## src/rtl/jam_pkg.sv

```systemverilog
// Shared sizing, state encoding and matrix indexing for the JAM cost loader.
package jam_pkg;

  localparam int N      = 8;
  localparam int COST_W = 7;
  localparam int MIN_W  = 10;
  localparam int CNT_W  = 4;
  localparam int IDX_W  = $clog2(N);
  localparam int ADDR_W = $clog2(N * N);

  typedef enum logic [1:0] {
    IDLE,
    LOAD,
    RUN,
    DONE
  } state_e;

  // Row-major flattening: worker is the outer dimension, job the inner one.
  function automatic logic [ADDR_W-1:0] idx(input logic [IDX_W-1:0] w,
                                            input logic [IDX_W-1:0] j);
    return ADDR_W'(w) * ADDR_W'(N) + ADDR_W'(j);
  endfunction

endpackage

```

## src/rtl/jam_cost_rf.sv

```systemverilog
// N*N x COST_W cost register file: one synchronous write port, one
// combinational read port. Contents are deliberately not reset.
module jam_cost_rf
  import jam_pkg::*;
(
  input  logic              CLK,
  input  logic              we,
  input  logic [ADDR_W-1:0] waddr,
  input  logic [COST_W-1:0] wdata,
  input  logic [ADDR_W-1:0] raddr,
  output logic [COST_W-1:0] rdata
);

  logic [COST_W-1:0] mem [N*N];

  always_ff @(posedge CLK) begin
    if (we) begin
      mem[waddr] <= wdata;
    end
  end

  assign rdata = mem[raddr];

endmodule

```

## src/rtl/jam_cost_loader.sv

```systemverilog
// Streams a cost matrix into the register file, holds the JAM engine in reset
// while loading, serves its lookups, and captures its final result.
module jam_cost_loader
  import jam_pkg::*;
(
  input  logic              CLK,
  input  logic              RST,
  input  logic              start,
  input  logic              in_valid,
  input  logic [COST_W-1:0] in_data,
  output logic              in_ready,
  output logic              jam_rst,
  input  logic [IDX_W-1:0]  jam_w,
  input  logic [IDX_W-1:0]  jam_j,
  output logic [COST_W-1:0] jam_cost,
  input  logic              jam_valid,
  input  logic [MIN_W-1:0]  jam_min_cost,
  input  logic [CNT_W-1:0]  jam_match_count,
  output logic              busy,
  output logic              res_valid,
  output logic [MIN_W-1:0]  res_min_cost,
  output logic [CNT_W-1:0]  res_match_count
);

  localparam logic [ADDR_W-1:0] LastAddr = ADDR_W'(N * N - 1);

  state_e            state_q;
  logic [ADDR_W-1:0] cnt_q;
  logic              in_ready_q;
  logic              jam_rst_q;
  logic              res_valid_q;
  logic [MIN_W-1:0]  res_min_q;
  logic [CNT_W-1:0]  res_cnt_q;
  logic              accept;

  // in_ready_q is only ever high in LOAD, so it alone qualifies a write.
  assign accept = in_valid && in_ready_q;

  // The final accept lands in RUN with in_ready and jam_rst dropping together,
  // so the engine's reset is held through the last LOAD cycle.
  always_ff @(posedge CLK) begin
    if (RST) begin
      state_q     <= IDLE;
      cnt_q       <= '0;
      in_ready_q  <= 1'b0;
      jam_rst_q   <= 1'b1;
      res_valid_q <= 1'b0;
      res_min_q   <= '0;
      res_cnt_q   <= '0;
    end else begin
      case (state_q)
        IDLE: begin
          if (start) begin
            state_q    <= LOAD;
            cnt_q      <= '0;
            in_ready_q <= 1'b1;
          end
        end
        LOAD: begin
          if (accept) begin
            if (cnt_q == LastAddr) begin
              state_q    <= RUN;
              in_ready_q <= 1'b0;
              jam_rst_q  <= 1'b0;
            end else begin
              cnt_q <= cnt_q + 1'b1;
            end
          end
        end
        RUN: begin
          if (jam_valid) begin
            state_q     <= DONE;
            jam_rst_q   <= 1'b1;
            res_valid_q <= 1'b1;
            res_min_q   <= jam_min_cost;
            res_cnt_q   <= jam_match_count;
          end
        end
        DONE: begin
          if (start) begin
            state_q     <= LOAD;
            cnt_q       <= '0;
            in_ready_q  <= 1'b1;
            res_valid_q <= 1'b0;
            res_min_q   <= '0;
            res_cnt_q   <= '0;
          end
        end
        default: begin
          state_q <= IDLE;
        end
      endcase
    end
  end

  assign in_ready        = in_ready_q;
  assign jam_rst         = jam_rst_q;
  assign busy            = (state_q == LOAD) || (state_q == RUN);
  assign res_valid       = res_valid_q;
  assign res_min_cost    = res_min_q;
  assign res_match_count = res_cnt_q;

  jam_cost_rf u_rf (
    .CLK   (CLK),
    .we    (accept),
    .waddr (cnt_q),
    .wdata (in_data),
    .raddr (idx(jam_w, jam_j)),
    .rdata (jam_cost)
  );

endmodule

```

## config.mk

```make
export PLATFORM = sky130hd
export DESIGN_NAME = jam_cost_loader
export DESIGN_NICKNAME = d
export VERILOG_FILES = /design/src/rtl/jam_pkg.sv /design/src/rtl/jam_cost_rf.sv /design/src/rtl/jam_cost_loader.sv
export SDC_FILE = /design/constraint.sdc
export NUM_CORES = 1
export LEC_CHECK = 0
export ABC_AREA = 1
export BUFFER_PORTS_ARGS = -buffer_cell sky130_fd_sc_hd__buf_2
export CAP_MARGIN = 25
export CELL_PAD_IN_SITES_DETAIL_PLACEMENT = 1
export CELL_PAD_IN_SITES_GLOBAL_PLACEMENT = 2
export CORE_MARGIN = 2
export CORE_UTILIZATION = 46
export CTS_CLUSTER_SIZE = 12
export DETAILED_ROUTE_END_ITERATION = 8
export MAX_ROUTING_LAYER = met4
export PLACE_DENSITY_LB_ADDON = 0.1
export SLEW_MARGIN = 20
export SYNTH_ARGS = -nofsm -noshare
export SYNTH_HDL_FRONTEND = slang
export SYNTH_SLANG_ARGS = --single-unit
export TNS_END_PERCENT = 100
```

## constraint.sdc

```tcl
create_clock -name CLK -period 5.3 [get_ports CLK]
set_clock_uncertainty 0.2 [all_clocks]
set_input_delay 0.265 -clock CLK [delete_from_list [all_inputs] [get_ports CLK]]
set_output_delay 0.265 -clock CLK [all_outputs]
set_load 0.02 [all_outputs]
```

==> reports/summary.txt, run 1 <==
======================================================================================================
Result of the run                                                                         finished clean
Commonest cells after routing, fill and taps aside                                        sky130_fd_sc_hd__nand2_1, sky130_fd_sc_hd__edfxtp_1, sky130_fd_sc_hd__nand3_1
Final Util                                                                                       0.523
Via count of the routed design                                                                   13318
Synth Area per Inst                                                                           11.3 um2
Routed via count divided by cell count                                                            5.66
Number of diodes                                                                                     0
Crit path capture type                                                                     output port
TNS Setup                                                                                         0 ns
CP Class                                                                                     in -> out
Avg WL per Cell                                                                                23.5 um
Data required time of the critical path                                                        4.84 ns
Setup repair after global routing missed its margin                                                 no
Final Max Slew Viols                                                                                 0
Number of port buffers                                                                              56
Cell at the root of the clock tree                                                        sky130_fd_sc_hd__clkbuf_16
Antenna violations before repair                                                                     0
Commonest non-fill, non-tap cell in the layout                                            sky130_fd_sc_hd__nand2_1
Clock latency at the later pin of the worst-skew pair                                          0.57 ns
Unique cell type count in the Yosys netlist                                                         25
Count of final setup violators                                                                       0
CTS buffer count                                                                                    50
Worst Tran Pin Value                                                                          0.990 ns
Startpoint of the worst hold path                                                           in_data[3]
GRT Util Overall                                                                                 0.264
Arrival time reported for the critical path endpoint                                           2.90 ns
Mapped cell area                                                                             19400 um2
Hpwl dp                                                                                        30.9 mm
FF-to-FF End                                                                              u_rf.mem[43][3]
Reg2reg setup slack                                                                            2.32 ns
Global-route wire length before repair                                                         84.0 mm
Area growth from synthesis to layout                                                             12.5%
Overall overflow remaining after global route                                                        0
Number of detailed-routing iterations run before antenna repair                                      5
Most area-consuming cells after synthesis                                                 sky130_fd_sc_hd__edfxtp_1, sky130_fd_sc_hd__nand2_1, sky130_fd_sc_hd__nand3_1
Cell count of the worst reg-to-reg path                                                              4
Via count of the first global-routing pass                                                       13843
Gate Count Post-Synth                                                                             1721
Max-Slew Margin vs Limit                                                                         0.340
Fraction of layout cells with a size suffix above 1                                             0.0805
Maximum resistive drop on vdd                                                               0.000267 V
Final critical delay including setup and external delays                                       3.36 ns
Clock sink total                                                                                   473
Number of rows created at floorplan                                                                 75
Syn Nets                                                                                          1758
TritonCTS clock tree                                                                              done
Crit-path max FO                                                                                   113
Total of flip-flops plus latches after synthesis                                                   473
Post-synthesis cell type with the largest combined area                                   sky130_fd_sc_hd__edfxtp_1
Maximum achievable frequency                                                                 0.297 GHz
Post-Layout Inst Area                                                                        21900 um2
Area of the die                                                                              43900 um2
Beginning of the worst register-to-register path                                              in_ready
CTS HTree Levels                                                                                     2
Maximum number of buffers from clock root to sink                                                    3
Die W                                                                                           210 um
Portion of the post-synthesis area used by sequential elements                                   0.718
Instance count along the most critical hold path                                                     2
Worst setup path start                                                                        jam_j[0]
Placed Instance Area                                                                         20000 um2
Pwr/cell area                                                                               382 nW/um2
Number of buffers added for setup after CTS                                                          0
Endpoint of the worst hold-timing path                                                    u_rf.mem[53][3]
Worst min-delay path category                                                                in -> reg
Final Hold Viols                                                                                     0
Antenna Nets Post-Route                                                                              0
Placeable core region                                                                        41900 um2
CP Launch Type                                                                               input pin
Clock transition at the register clock pins on the worst setup and hold paths after CTS        0.06 ns
Total number of yosys warnings                                                                       0
Total number of nets in the final design                                                          1817
I/O pin count                                                                                       57
DRC errors left                                                                                      0
Maximum Capacitance Violations                                                                       0
Pwr Total                                                                                    0.00835 W
LEAKAGE                                                                                        7.97 nW
Pin count of the biggest net entering global routing                                               160
DRT Wirelength                                                                                 55.4 mm
Initial standard-cell utilization of the core                                                    0.464
Fraction of the cycle the final worst path needs                                                 0.635
Final GP Congestion                                                                              0.789
Initial detailed-routing violation count                                                          1004
Die Ht                                                                                          210 um
Share of the synthesized area in the top cell type                                               0.692
======================================================================================================
## kinds of logic (layout without fill, tap and decap cells)
logic type | count (synthesis) | in the layout | synth area share
AND/OR/NAND/NOR | 1082 | 1082 | 0.236
flip-flops | 473 | 473 | 0.718
buffers and inverters | 126 | 219 | 0.0335
AO/OA/AOI/OAI | 35 | 35 | 0.00946
adder cells (fa/ha/maj) | 5 | 5 | 0.00322
## critical path: stages
cell and delay, ns:
sky130_fd_sc_hd__buf_6 0.23, sky130_fd_sc_hd__inv_6 0.74, sky130_fd_sc_hd__buf_12 0.40, sky130_fd_sc_hd__nand2_1 0.10, sky130_fd_sc_hd__nand3_1 0.10, sky130_fd_sc_hd__nand3_1 0.08, sky130_fd_sc_hd__nand2_1 0.13, sky130_fd_sc_hd__nand2_1 0.12
sky130_fd_sc_hd__nand3_1 0.16, sky130_fd_sc_hd__nand3_1 0.08, sky130_fd_sc_hd__nand2_1 0.16, sky130_fd_sc_hd__buf_2 0.20
## synth_stat cells (all sizes together)
cell type / count
edfxtp: 448
nand3: 388
nand4: 7
buf: 83
dfxtp: 25
clkbuf: 15
inv: 28
nor2: 72
nor3: 2
a211oi: 2
nand2: 613
o21ai: 9
ha: 5
a21oi: 24
## final cells by class
type | count | area (um2)
clock buffer | 72 | 1440
clock inverter | 14 | 83.8
fill | 4396 | 20000
inverter | 28 | 111
multi-input combinational | 1122 | 4830
sequential | 473 | 14000
tap | 539 | 674
timing repair buffer | 105 | 774
## flip-flops by register name (all words and copies together) (netlist names)
register and count:
jam_rst 1, in_ready 1, cnt_q 6, res_valid 1, res_match_count 4, state_q 2, res_min_cost 10, u_rf.mem 448
## stage by stage
step,worst slack [ns],hold WS [ns],instances
5_1_grt,1.75,0.215,2353
2_1_floorplan,3.24,0.164,1721
3_3_place_gp,1.97,0.249,2234
6_report,1.94,0.205,2353
3_5_place_dp,1.95,0.255,2234
4_1_cts,1.93,0.00676,2351
## layer usage
layer,track usage,vias to the layer above,share of wire
met5,-,-,0
met4,0.0912,0,0.031
met3,0.0371,101,0.052
met2,0.413,344,0.47
met1,0.359,6750,0.44
li1,-,6123,-
## timing repair
item,CTS,global route
endpoints found under the hold margin,19,1
hold buffers,31,1
gates resized for setup,0,0
## worst max path at each step
stage / endpoint / slack [ns] / cells after the start
after floorplan: cnt_q[5] / 3.24 / 10
after global placement: jam_cost[1] / 1.97 / 12
after detailed placement: jam_cost[1] / 1.95 / 12
after CTS: jam_cost[1] / 1.93 / 12
after global routing: jam_cost[2] / 1.75 / 12
final: jam_cost[1] / 1.94 / 12
## where the power goes
group	total, W	switching [W]	internal [W]
Sequential	0.00419	0.0000363	0.00415
Combinational	0.000848	0.000600	0.000248
Clock	0.00331	0.00140	0.00191
Total	0.00835	0.00204	0.00631
(Power assumes the default switching activity.)
==> inputs of run 2 (changes only) <==
--- a/config.mk
+++ b/config.mk
@@ -11,7 +11,7 @@
 export CELL_PAD_IN_SITES_DETAIL_PLACEMENT = 1
 export CELL_PAD_IN_SITES_GLOBAL_PLACEMENT = 2
 export CORE_MARGIN = 2
-export CORE_UTILIZATION = 46
+export CORE_UTILIZATION = 42
 export CTS_CLUSTER_SIZE = 12
 export DETAILED_ROUTE_END_ITERATION = 8
 export MAX_ROUTING_LAYER = met4
==> constraint.sdc (replaced) <==
create_clock -name CLK -period 3.2 [get_ports CLK]
set_clock_uncertainty 0.2 [all_clocks]
set_input_delay 0.16 -clock CLK [delete_from_list [all_inputs] [get_ports CLK]]
set_output_delay 0.16 -clock CLK [all_outputs]
set_load 0.02 [all_outputs]
==> run 2 against run 1 <==
Effect of this change:
- clock power up 67%
- sequential cell count unchanged
- cell count up 4.3%
- critical path depth down 2
- die area up 9.3%
- sequential power up 66%
- hold slack worse by 0.19 ns
- wire length up 0.30%
- worst setup slack worse by 1.7 ns
- global-route usage down 1.9 points
- non-clock buffer count up 32
- critical endpoint is now state_q[0]
- largest cell class unchanged
==> reports/summary.txt, run 2 (synthesized netlist as in run 1, its figures left out) <==
======================================================================================================
Largest register FFs                                                                               448
Final critical delay including setup and external delays                                       2.92 ns
Hpwl dp                                                                                        32.1 mm
Initial standard-cell utilization of the core                                                    0.426
Total of cells resized after clock tree synthesis                                                    0
Clock transition at the register clock pins on the worst setup and hold paths after CTS        0.06 ns
Overall overflow remaining after global route                                                        0
Initial detailed-routing violation count                                                           909
Number of buffers inserted by hold repair at cts                                                    37
I/O pin count                                                                                       57
Commonest non-fill, non-tap cell in the layout                                            sky130_fd_sc_hd__nand2_1
Antenna violations before repair                                                                     0
CP Launch Type                                                                                    flop
Max-Slew Margin vs Limit                                                                         0.400
Count of final setup violators                                                                       0
DRT Wirelength                                                                                 55.6 mm
Register containing the most flip-flops in the final layout                                   u_rf.mem
Total number of nets in the final design                                                          1851
Fraction of power spent switching nets                                                           0.249
Area growth from synthesis to layout                                                             14.9%
Number of detailed-routing iterations run before antenna repair                                      5
Worst Tran Pin Value                                                                          0.901 ns
Via count of the first global-routing pass                                                       13865
Pin count of the biggest net entering global routing                                               113
TritonCTS clock tree                                                                              done
Number of buffers added for setup after CTS                                                          0
Fraction of the cycle the final worst path needs                                                 0.914
Final GP Congestion                                                                              0.765
Number of port buffers                                                                              56
LEAKAGE                                                                                        8.18 nW
Setup repair after global routing missed its margin                                                 no
CTS buffer count                                                                                    52
Antenna Nets Post-Route                                                                              0
Commonest cells after routing, fill and taps aside                                        sky130_fd_sc_hd__nand2_1, sky130_fd_sc_hd__edfxtp_1, sky130_fd_sc_hd__nand3_1
Part of the total power dissipated in the clock network                                          0.397
Die Ht                                                                                          219 um
GRT Util Overall                                                                                 0.245
Arrival time reported for the critical path endpoint                                           3.18 ns
Maximum Capacitance Violations                                                                       0
Global-route wire length before repair                                                         84.9 mm
Number of rows created at floorplan                                                                 78
Combinational fraction of design power                                                           0.105
Via count of the routed design                                                                   13149
Dominant cell type by count on the critical path                                          sky130_fd_sc_hd__inv_1
CP max stage delay                                                                             0.60 ns
Result of the run                                                                         finished clean
Routed via count divided by cell count                                                            5.36
Net switching power                                                                          0.00347 W
Fraction of layout cells with a size suffix above 1                                             0.0954
Crit-path max FO                                                                                     5
Final Max Slew Viols                                                                                 0
Pwr/cell area                                                                               624 nW/um2
Maximum number of buffers from clock root to sink                                                    3
Clock latency at the later pin of the worst-skew pair                                          0.57 ns
Final Hold Viols                                                                                     0
Die W                                                                                           219 um
Maximum achievable frequency                                                                 0.342 GHz
Worst min-delay path category                                                                in -> reg
Clock sink total                                                                                   473
TNS Setup                                                                                         0 ns
CP Class                                                                                    reg -> reg
Share of power burned in registers                                                               0.498
Cell with the largest stage delay on the worst path                                       sky130_fd_sc_hd__dlygate4sd3_1
Data required time of the critical path                                                        3.46 ns
DRC errors left                                                                                      0
CTS HTree Levels                                                                                     2
Crit path capture type                                                                            flop
Avg WL per Cell                                                                                22.6 um
Cell at the root of the clock tree                                                        sky130_fd_sc_hd__clkbuf_16
Maximum resistive drop on vdd                                                               0.000443 V
Pwr Total                                                                                     0.0139 W
Internal cell power                                                                           0.0105 W
Placeable core region                                                                        45600 um2
Cells along the critical path                                                             inv_1 > ha_1 > inv_1 > o21ai_0 > inv_1 > nand2_2 > nor2_4 > dlygate4sd3_1 > a21oi_1 > dlygate4sd3_1
Area of the die                                                                              48000 um2
Number of diodes                                                                                     0
======================================================================================================
## run 2: cell types whose count changed in the layout (fill, tap and decap cells not counted), moves of 3 or more
| cell | before | now |
|---|---|---|
| sky130_fd_sc_hd__buf_12 | 3 | 11 |
| sky130_fd_sc_hd__buf_2 | 54 | 50 |
| sky130_fd_sc_hd__buf_4 | 15 | 38 |
| sky130_fd_sc_hd__clkbuf_1 | 15 | 12 |
| sky130_fd_sc_hd__clkinv_1 | 9 | 18 |
| sky130_fd_sc_hd__clkinv_2 | 5 | 8 |
| sky130_fd_sc_hd__dlygate4sd3_1 | 32 | 37 |
## run 2: critical path, delay by kind of cell, from the launching register on
family                   cells  cell delay [ns]
AND/OR/NAND/NOR              2             0.20
buffers and inverters        5             1.48
flip-flops                   1             0.41
AO/OA/AOI/OAI                2             0.19
adder cells (fa/ha/maj)      1             0.32
## run 2: area by class of cell
cell class              count  area [um2]
clock inverters            26         108
clock buffers              69        1440
fillers                  4815       23200
repair buffers            137        1140
inverters                  28         113
multi-input cells        1122        4840
flip-flops and latches    473       14000
well taps                 600         751
## run 2: power by group through the flow
stage | sequential, W | clock [W] | combinational (W)
3_5_place_dp | 0.00707 | 0 | 0.00136
4_1_cts | 0.00694 | 0.00563 | 0.00147
2_1_floorplan | 0.00714 | 0 | 0.000746
5_1_grt | 0.00695 | 0.00586 | 0.00163
3_3_place_gp | 0.00706 | 0 | 0.00133
6_report | 0.00694 | 0.00553 | 0.00147
## run 2: metal layers
layer  part of all wire  vias up  GRT usage
met4              0.028        0     0.0770
met3              0.031       90     0.0288
li1                   -     6177          -
met1               0.45     6642      0.319
met2               0.49      240      0.405
met5                  0        -          -
## run 2: stage by stage
step	util	worst slack (ns)	std cells	instance area, um2	hold slack (ns)
after floorplan	-	1.14	1721	19400	0.0589
after global placement	0.448	0.791	2322	20400	0.209
after detailed placement	0.448	0.806	2323	20400	0.217
after CTS	0.490	0.329	2455	22300	0.000894
after global routing	0.490	0.116	2455	22300	0.0369
final	0.490	0.275	2455	22300	0.0174
## run 2: worst paths after layout
check | start | to | slack, ns | cells after the start
max | state_q[0] | state_q[0] | 0.28 | 10
max reg2reg | state_q[0] | state_q[0] | 0.28 | 10
min reg2reg | res_valid | res_valid | 0.27 | 2
min | in_data[5] | u_rf.mem[36][5] | 0.02 | 1
==> inputs of run 3 (changes only) <==
--- a/config.mk
+++ b/config.mk
@@ -14,8 +14,8 @@
 export CORE_UTILIZATION = 42
 export CTS_CLUSTER_SIZE = 12
 export DETAILED_ROUTE_END_ITERATION = 8
-export MAX_ROUTING_LAYER = met4
 export PLACE_DENSITY_LB_ADDON = 0.1
+export RECOVER_POWER = 50
 export SLEW_MARGIN = 20
 export SYNTH_ARGS = -nofsm -noshare
 export SYNTH_HDL_FRONTEND = slang
==> run 3 against run 2 <==
Effect of this change:
- the run now ends with max-capacitance violations, max-slew violations left
- fmax down 1.3%
- register-to-register slack about the same
- largest power group unchanged
- core utilization down 0.16 points
- largest cell class unchanged
- highest routed layer unchanged
==> reports/summary.txt, run 3 (synthesized netlist as in run 1, its figures left out) <==
======================================================================================================
Fraction of layout cells with a size suffix above 1                                             0.0814
Commonest cells after routing, fill and taps aside                                        sky130_fd_sc_hd__nand2_1, sky130_fd_sc_hd__edfxtp_1, sky130_fd_sc_hd__nand3_1
CP Launch Type                                                                               input pin
CP delay by family, top                                                                   buffers and inverters
Largest register FFs                                                                               448
Avg WL per Cell                                                                                22.7 um
GRT Util Overall                                                                                 0.238
DRC errors left                                                                                      0
Max-Slew Margin vs Limit                                                                        -0.186
TritonCTS clock tree                                                                              done
Worst min-delay path category                                                               reg -> reg
Final Hold Viols                                                                                     0
Final hold slack                                                                              0.269 ns
Number of buffers added for setup after CTS                                                          0
Routed via count divided by cell count                                                            5.39
Reg2reg setup slack                                                                            0.27 ns
I/O pin count                                                                                       57
Clock latency at the later pin of the worst-skew pair                                          0.57 ns
Violations in the final reports                                                           max-capacitance violations, max-slew violations
Pin count of the biggest net entering global routing                                               113
Area growth from synthesis to layout                                                             14.5%
Total number of nets in the final design                                                          1851
Buffer and inverter count on the worst path                                                          4
Area of the die                                                                              48000 um2
Clock sink total                                                                                   473
Initial standard-cell utilization of the core                                                    0.426
Via count of the routed design                                                                   13224
Overall overflow remaining after global route                                                        0
Data required time of the critical path                                                        3.43 ns
Cell with the largest stage delay on the worst path                                       sky130_fd_sc_hd__dlymetal6s4s_1
Placeable core region                                                                        45600 um2
Crit path capture type                                                                            flop
CTS buffer count                                                                                    52
CTS HTree Levels                                                                                     2
Number of port buffers                                                                              56
Total of cells resized after clock tree synthesis                                                    0
Setup repair after global routing missed its margin                                                 no
LEAKAGE                                                                                        8.08 nW
Number of rows created at floorplan                                                                 78
Final critical delay including setup and external delays                                       2.96 ns
Number of buffers inserted by hold repair at cts                                                    37
Maximum resistive drop on vdd                                                               0.000443 V
Maximum Capacitance Violations                                                                       7
Number of diodes                                                                                     0
Commonest non-fill, non-tap cell in the layout                                            sky130_fd_sc_hd__nand2_1
Global-route wire length before repair                                                         84.9 mm
Die Ht                                                                                          219 um
Via count of the first global-routing pass                                                       13884
TNS Setup                                                                                         0 ns
CP Class                                                                                     in -> reg
Arrival time reported for the critical path endpoint                                           3.19 ns
Die W                                                                                           219 um
Final GP Congestion                                                                              0.756
Count of final setup violators                                                                       0
Cell at the root of the clock tree                                                        sky130_fd_sc_hd__clkbuf_16
Pwr/cell area                                                                               625 nW/um2
Cells along the critical path                                                             dlygate4sd3_1 > clkbuf_1 > dlymetal6s4s_1 > buf_4
Clock transition at the register clock pins on the worst setup and hold paths after CTS        0.06 ns
Register containing the most flip-flops in the final layout                                   u_rf.mem
DRT Wirelength                                                                                 55.6 mm
CP max stage delay                                                                             1.24 ns
Antenna Nets Post-Route                                                                              0
Antenna violations before repair                                                                     0
Final Max Slew Viols                                                                               359
Maximum number of buffers from clock root to sink                                                    3
Number of detailed-routing iterations run before antenna repair                                      5
Maximum achievable frequency                                                                 0.338 GHz
Initial detailed-routing violation count                                                           923
Final Util                                                                                       0.488
Worst Tran Pin Value                                                                           1.78 ns
Fraction of the cycle the final worst path needs                                                 0.926
Crit-path max FO                                                                                    30
Hpwl dp                                                                                        32.1 mm
Result of the run                                                                         complete, but fails checks
======================================================================================================
## run 3: stage by stage
stage / total power (W) / cell area [um2] / instances / setup WS (ns)
floorplan: 0.00789 / 19400 / 1721 / 1.14
global placement: 0.00839 / 20400 / 2322 / 0.791
detailed placement: 0.00842 / 20400 / 2323 / 0.806
CTS: 0.0140 / 22300 / 2455 / 0.329
global route: 0.0144 / 22300 / 2455 / 0.0910
finish: 0.0139 / 22300 / 2455 / 0.238
## run 3: area by class of cell
cell class	instances	area, um2
Fill cell	4830	23300
Sequential cell	473	14000
Multi-Input combinational cell	1122	4840
Clock buffer	69	1440
Timing Repair Buffer	137	1060
Tap cell	600	751
Inverter	28	113
Clock inverter	26	108
## run 3: worst reg2reg max path: stages, from the launching register on
cell and delay [ns]:
sky130_fd_sc_hd__dfxtp_1 0.41, sky130_fd_sc_hd__inv_1 0.07, sky130_fd_sc_hd__ha_1 0.32, sky130_fd_sc_hd__inv_1 0.14, sky130_fd_sc_hd__o21ai_0 0.11, sky130_fd_sc_hd__inv_1 0.13, sky130_fd_sc_hd__nand2_2 0.09, sky130_fd_sc_hd__nor2_4 0.11
sky130_fd_sc_hd__dlygate4sd3_1 0.60, sky130_fd_sc_hd__a21oi_1 0.08, sky130_fd_sc_hd__dlygate4sd3_1 0.55
## run 3: where the power goes
group | internal, W | switching (W) | total (W)
Sequential | 0.00689 | 0.0000636 | 0.00695
Combinational | 0.000432 | 0.00101 | 0.00144
Clock | 0.00313 | 0.00239 | 0.00552
Total | 0.0104 | 0.00347 | 0.0139
## run 3: worst paths after layout
kind / from / cells past startpoint / end
max: in_data[4] / 4 / u_rf.mem[31][4]
max reg2reg: state_q[0] / 10 / state_q[0]
min reg2reg: res_valid / 2 / res_valid
min: res_valid / 2 / res_valid
## run 3: routing by layer
metal,track usage,share of wire,vias to the layer above
met5,0,0,-
met4,0.0770,0.028,0
met3,0.0292,0.035,93
met2,0.404,0.49,248
met1,0.319,0.44,6707
li1,-,-,6176
